File: src/rtl/bsalu_pkg.sv
// bsalu_pkg: op encodings and controller state type shared by the bit-serial ALU
package bsalu_pkg;
  localparam logic [1:0] OP_AND = 2'b00;
  localparam logic [1:0] OP_OR  = 2'b01;
  localparam logic [1:0] OP_XOR = 2'b10;
  localparam logic [1:0] OP_NOT = 2'b11;
  typedef enum logic [1:0] {IDLE, RUN, DONE} state_t;
endpackage

File: src/rtl/alu_bit_cell.sv
// alu_bit_cell: combinational 1-bit logic unit, sel picks AND/OR/XOR/NOT x
module alu_bit_cell
  import bsalu_pkg::*;
(
  input  logic       x,
  input  logic       y,
  input  logic [1:0] sel,
  output logic       r
);
  assign r = sel == OP_AND ? x & y :
             sel == OP_OR  ? x | y :
             sel == OP_XOR ? x ^ y : ~x;
endmodule

File: src/rtl/bitserial_alu_ctrl.sv
// bitserial_alu_ctrl: runs WIDTH-bit logic ops LSB-first through one 1-bit cell; BSALU_ZERO_FLAG_EN adds the zero output
module bitserial_alu_ctrl
  import bsalu_pkg::*;
#(
  parameter int WIDTH = 8
) (
  input  logic             clk,
  input  logic             rst,
  input  logic             in_valid,
  output logic             in_ready,
  input  logic [1:0]       op,
  input  logic [WIDTH-1:0] a,
  input  logic [WIDTH-1:0] b,
  output logic             out_valid,
  input  logic             out_ready,
  output logic [WIDTH-1:0] result,
  output logic             busy
`ifdef BSALU_ZERO_FLAG_EN
  ,
  output logic             zero
`endif
);
  localparam int CW = $clog2(WIDTH);
  state_t           state_q;
  logic [WIDTH-1:0] sa_q, sb_q, res_q, res_d;
  logic [1:0]       op_q;
  logic [CW-1:0]    cnt_q;
  logic             r;
  logic             last;
`ifdef BSALU_ZERO_FLAG_EN
  logic             zero_q;
  assign zero = zero_q;
`endif
  alu_bit_cell u_cell (.x(sa_q[0]), .y(sb_q[0]), .sel(op_q), .r(r));
  assign res_d     = {r, res_q[WIDTH-1:1]};
  assign last      = cnt_q == CW'(WIDTH - 1);
  assign in_ready  = state_q == IDLE;
  assign out_valid = state_q == DONE;
  assign busy      = state_q != IDLE;
  assign result    = res_q;
  // Sequencer: accept in IDLE, shift one bit per cycle in RUN, hold result in DONE until taken
  always_ff @(posedge clk or posedge rst) begin
    if (rst) begin
      state_q <= IDLE;
      sa_q    <= '0;
      sb_q    <= '0;
      op_q    <= OP_AND;
      cnt_q   <= '0;
      res_q   <= '0;
`ifdef BSALU_ZERO_FLAG_EN
      zero_q  <= 1'b1;
`endif
    end else begin
      case (state_q)
        IDLE: if (in_valid) begin
          sa_q    <= a;
          sb_q    <= b;
          op_q    <= op;
          cnt_q   <= '0;
          state_q <= RUN;
        end
        RUN: begin
          res_q   <= res_d;
          sa_q    <= sa_q >> 1;
          sb_q    <= sb_q >> 1;
          cnt_q   <= last ? cnt_q : cnt_q + CW'(1);
`ifdef BSALU_ZERO_FLAG_EN
          zero_q  <= res_d == '0;
`endif
          state_q <= last ? DONE : RUN;
        end
        DONE: if (out_ready) state_q <= IDLE;
        default: state_q <= IDLE;
      endcase
    end
  end
endmodule

File: config.mk
export PLATFORM = sky130hd
export DESIGN_NAME = bitserial_alu_ctrl
export DESIGN_NICKNAME = d
export VERILOG_FILES = /design/src/rtl/bsalu_pkg.sv /design/src/rtl/alu_bit_cell.sv /design/src/rtl/bitserial_alu_ctrl.sv
export SDC_FILE = /design/constraint.sdc
export NUM_CORES = 1
export LEC_CHECK = 0
export CAP_MARGIN = 20
export CORE_ASPECT_RATIO = 0.8
export CORE_UTILIZATION = 40
export CTS_CLUSTER_DIAMETER = 30
export CTS_CLUSTER_SIZE = 25
export DETAILED_ROUTE_END_ITERATION = 10
export HOLD_SLACK_MARGIN = 0.03
export PLACE_DENSITY = 0.76
export SLEW_MARGIN = 20
export SYNTH_ARGS = -nofsm -noshare
export SYNTH_HDL_FRONTEND = slang
export SYNTH_SLANG_ARGS = --single-unit
export TNS_END_PERCENT = 10
File: constraint.sdc
create_clock -name clk -period 1.9 [get_ports clk]
set_clock_uncertainty 0.2 [all_clocks]
set_input_delay 0.38 -clock clk [delete_from_list [all_inputs] [get_ports clk]]
set_output_delay 0.38 -clock clk [all_outputs]
set_load 0.02 [all_outputs]
# ---- Word-level counts from Yosys, hierarchy flattened
# Cells that the tools add are included.
dict set report totals {
  output_inout_bits 11
  elab_cells 41
  regBits 31
  inputBits 22
}
dict set report op_classes {
  bitwise_logic 4
  addsub 1
  eq_ne 8
  mux 14
  reduce_logical 8
}
# operator count
set op_table {}
lappend op_table {{$pmux 8 s2} 2}
lappend op_table {{$mux 8} 2}
lappend op_table {{$mux 2} 3}
lappend op_table {{$mux 3} 2}
lappend op_table {{$pmux 2 s3} 1}
lappend op_table {{$pmux 3 s2} 1}
lappend op_table {{$reduce_and 2->1} 3}
lappend op_table {{$eq 2x1->1 const B} 2}
lappend op_table {{$eq 2x2->1 const B} 2}
lappend op_table {{$logic_not 2->1} 2}
lappend op_table {{$ne 2x2->1 const B} 2}
lappend op_table {{$reduce_bool 2->1} 2}
lappend op_table {{$add 3x1->3 const B} 1}
lappend op_table {{$eq 3x3->1 const B} 1}
lappend op_table {{$mux 1} 3}
lappend op_table {{$reduce_and 3->1} 1}
lappend op_table {{$ne 2x1->1 const B} 1}
lappend op_table {{$and 1x1->1} 1}
lappend op_table {{$not 1->1} 1}
lappend op_table {{$or 1x1->1} 1}
lappend op_table {{$xor 1x1->1} 1}

# ---- Depth between registers and ports, before layout
dict set report logic_depth {
  word_depth 4
  depth_mapped 5
  ltp_nobuf 5
}

# ---- Hierarchy
# Synthesis repeated with hierarchy kept, for this count alone.
dict set report hier_totals {
  cells_unflattened 133
  hier_area_um2 1546.5
}
# mod area_each_um2 n_inst seq_area_each_um2 cells_each
set by_module_without_submodules {}
lappend by_module_without_submodules {bitserial_alu_ctrl 1487.7 1 775.7 127}
lappend by_module_without_submodules {alu_bit_cell 58.8 1 0.0 6}

# ---- Least setup slack after synthesis
# No wires, ideal clock.
dict set report synth_path {
  path_kind {reg2reg}
  from {register cnt_q[0]}
  to {register cnt_q[0]}
  period_less_slack_ps 1677
  slack_ps 223
  stages_incl_launch_ff 6
  path_buffers 0
  setup_time_ps 125
  t_arrival_ps 1353
  required_ps 1575
  path_cell_list {dfrtp_1 ha_1 ha_1 nor3b_2 nor2_1 mux2_2}
}
dict set report synth_via {
  elab_chain_len 3
  word_cells_on_any_way 6
  classes_between {1 x add/sub; 2 x eq/ne; 2 x mux; 1 x reduce/logical}
}
# element line
set synth_lines {}
lappend synth_lines {{start, declared} bitserial_alu_ctrl.sv:27} ;# logic [CW-1:0] cnt_q;
lappend synth_lines {{start signal, assigned} bitserial_alu_ctrl.sv:66} ;# cnt_q <= last ? cnt_q : cnt_q + CW'(1);
lappend synth_lines {{$add 3x1->3 / $eq 3x3->1 (equally long branches)} {bitserial_alu_ctrl.sv:66, bitserial_alu_ctrl.sv:36}}
lappend synth_lines {{$mux 3 / $ne 2x2->1 (equally long branches)} -}
lappend synth_lines {{$pmux 3 s2 / $reduce_and 3->1 (equally long branches)} -}
# Several ways; a longest one is shown, not always the timed one. The select of a mux whose other input is x is not followed.
# A chain may end at the register's enable or synchronous reset.

# ---- Final worst setup path
dict set report layout_path {
  from {register res_q[7] (netlist: result[7])}
  to {output result[7]}
}
# element line
set layout_rtl {}
lappend layout_rtl {{start, declared} bitserial_alu_ctrl.sv:25} ;# logic [WIDTH-1:0] sa_q, sb_q, res_q, res_d;
lappend layout_rtl {{start signal, assigned} bitserial_alu_ctrl.sv:63} ;# res_q <= res_d;
lappend layout_rtl {{end, declared} bitserial_alu_ctrl.sv:16} ;# output logic [WIDTH-1:0] result,
# No word-level cell between the ends.

==> out/results.tsv <==
stage	metric	value	unit
floorplanning	die-area	0.00380	sq mm
power	pwr_density_cell	1550	mW/mm^2
synth	avgSynthCellArea	10.7	sq um
setup_path	worst-path-stages	1	
place	dp.cells	206	
drt	drc	0	
timing	worst_pin_slew	412	ps
synth	seq_area_frac_synth	54.5	%
power	leakagePower	0.882	nW
layout	drive_above_1_share	13.8	%
drt	vias	1063	
layout	fin_cells	214	
status	status	complete, no violations	
clock_network	clk_path_buf_depth	2	
clock_network	cts_tree	built	
timing	worst_hold_slack	279	ps
setup_path	slowest_stage	clkdlybuf4s50_1	
floorplanning	die_y	55.4	microns
setup_path	cp-endpoint	result[7]	
drt	dr.pass1.iters	4	
place	dp_hpwl	1950	microns
drt	via_per_inst	4.97	
synth	yosys.cell_types.count	21	
timing	timing_hold_violations_final	0	
synth	syn_inst	133	
floorplanning	io_pins	33	
timing	fin_crit	1870	ps
setup_path	r2r-end	result[7]$_DFFE_PP0P_	
grt	grt_max_degree	32	
floorplanning	rows	18	
min_path	min_path_type	flop to flop	
setup_path	r2r_slack	110	ps
timing	post-route-period-util	98.6	%
timing	setup_viol	0	
setup_path	crit_arrival	1290	ps
floorplanning	die_w	68.7	microns
synth	synth_area_leaders	dfrtp_1 54%, nand2_1 11%, mux2i_1 8.4%	
clock_network	postCtsSetupBuffers	0	
synth	yosysTopAreaCellShare	54.5	%
synth	yosysTopAreaCell	dfrtp_1	
setup_path	crit_required	1320	ps
clock_network	root_buffer	clkbuf_8	
synth	synth-edff-count	0	
setup_path	crit_fanout	3	
setup_path	cpLargestDelayFamily	buffers and inverters	
flow_run	drv_cap	0	
drt	ant_nets	0	
place	io_buffers	32	
floorplanning	core	0.00324	sq mm
floorplanning	start_util	43.9	%
clock_network	clock-sinks	31	
clock_network	clkLatencyLatePin	280	ps
clock_network	cts_hold_buf	0	
synth	synth_area	0.00142	sq mm
grt	antenna_found_initial	0	
layout	finish.net_count	199	
timing	maxSlewHeadroom	72.4	%
place	gp_congestion	0.686	
synth	synth_fp_nets	159	
clock_network	cts_inserted_buffers	5	
setup_path	cpPeakStageDelay	620	ps
layout	antennaDiodeCount	0	
timing	slew_violations	0	
timing	fmax	534	MHz
clock_network	cts.reportedPaths.clkPinSlew	70	ps
drt	drt_iter0_markers	62	
layout	area.growth.synth_to_final	33.3	%
setup_path	crit_type	flop to primary output	
clock_network	htree_levels	2	
setup_path	r2r_start	sa_q[0]$_DFFE_PP0P_	
synth	yosys_warnings	0	
setup_path	cp-end-kind	primary output	
grt	grt_pass1_wl	4550	microns
setup_path	cp_num_buf_inv	1	
grt	grt_pass1_vias	1042	
synth	async_flop_share	100	%
setup_path	crit_path_cell_trace	clkdlybuf4s50_1	
drt	finalWirelength	2710	microns
drt	avgRoutedWirePerCell	12.7	microns
grt	grt_remaining_overflow	0	
setup_path	crit_path_start	result[7]$_DFFE_PP0P_	
synth	synth_ff_type	dfrtp_1	
grt	grtUsageTotal	16.6	%
setup_path	reg2reg_depth	4	
synth	synth_seq_cells	31	
setup_path	start_kind	flop	
timing	rsz0062_at_grt	false	
timing	fin_tns_setup	0	ps
power	ir_worst_vdd	0.000926	V
[registers in the layout, indices dropped and copies added, names as in the netlist]
| name | flops |
|---|---|
| cnt_q | 3 |
| op_q | 2 |
| result | 8 |
| sa_q | 8 |
| sb_q | 8 |
| state_q | 2 |
[power by group]
part / internal (mW) / leakage, nW / switching [mW]
Combinational: 0.653 / 0.442 / 0.705
Sequential: 0.937 / 0.398 / 0.166
Clock: 0.256 / 0.0422 / 0.229
Total: 1.85 / 0.882 / 1.10
[synth_stat cells, types with 2 or more instances]
library cell,instances
nor2b_1,2
o311ai_0,2
dfrtp_1,31
ha_1,4
inv_1,7
nand2_1,41
mux2i_1,12
o21ai_2,2
o21ai_1,10
mux2_2,4
buf_2,4
a22o_1,3
o21ai_0,2
nor2_1,2
[what timing repair did]
item                                    CTS  global route
hold endpoints to repair                  0             0
resized for setup                         3             1
endpoints found under the setup margin    3             1
[placed cells by master, fill, tap and decap left out, types with 3 or more instances in the layout]
master	Yosys	routed
a22o_1	3	3
buf_4	0	7
clkbuf_8	0	5
clkdlybuf4s50_1	0	28
dfrtp_1	31	31
dlygate4sd2_1	0	3
ha_1	4	4
inv_1	7	7
mux2_2	4	4
mux2i_1	12	12
nand2_1	41	41
o21ai_1	10	10
[logic make-up (layout without fill, tap and decap cells)]
group	after synthesis	in the layout	share of synthesized area, %
muxes	17	17	13.2
AOI/OAI and AO/OA	19	19	8.52
buffers and inverters	14	55	5.45
and+or+nand+nor	48	48	14.9
DFF	31	31	54.5
adders and majority gates	4	4	3.52
[metrics by stage]
step	util, %	cell area [sq um]	setup slack, ps	power [mW]
after floorplan	-	1420	223	2.01
after global placement	56.1	1820	-35.2	2.43
after detailed placement	56.1	1820	-53.9	2.50
after CTS	58.4	1900	21.1	2.99
after global routing	58.5	1900	2.32	3.19
final	58.5	1900	27.0	2.95
[metal layers]
metal  track usage (%)  vias to the layer above  wire length, microns
met5                 0                        -                     0
met4              7.00                        0                    35
met3              5.17                        5                   187
met2              25.2                       31                  1320
met1              21.6                      507                  1170
li1                  -                      520                     -
[worst min path at each step]
stage,slack [ps],cells after the start,startpoint,endpoint
2_1_floorplan,250,2,sa_q[5]$_DFFE_PP0P_,sa_q[4]$_DFFE_PP0P_
3_3_place_gp,260,2,sa_q[5]$_DFFE_PP0P_,sa_q[4]$_DFFE_PP0P_
3_5_place_dp,270,2,sa_q[5]$_DFFE_PP0P_,sa_q[4]$_DFFE_PP0P_
4_1_cts,290,2,sa_q[5]$_DFFE_PP0P_,sa_q[4]$_DFFE_PP0P_
5_1_grt,310,2,sa_q[5]$_DFFE_PP0P_,sa_q[4]$_DFFE_PP0P_
6_report,280,2,sa_q[5]$_DFFE_PP0P_,sa_q[4]$_DFFE_PP0P_
[worst register-to-register path, stage by stage, from the launching register on]
cell and delay [ps]:
dfrtp_1 390, inv_1 90, ha_1 230, mux4_2 490, mux2_2 290
[final cells by class]
class                           count  area, sq um
Multi-Input combinational cell     88          573
Inverter                            7         26.3
Fill cell                         278         1350
Sequential cell                    31          776
Clock buffer                        7         76.3
Tap cell                           40         50.0
Clock inverter                      1         5.00
Timing Repair Buffer               40          392
Power figures use the tool's default switching activity.
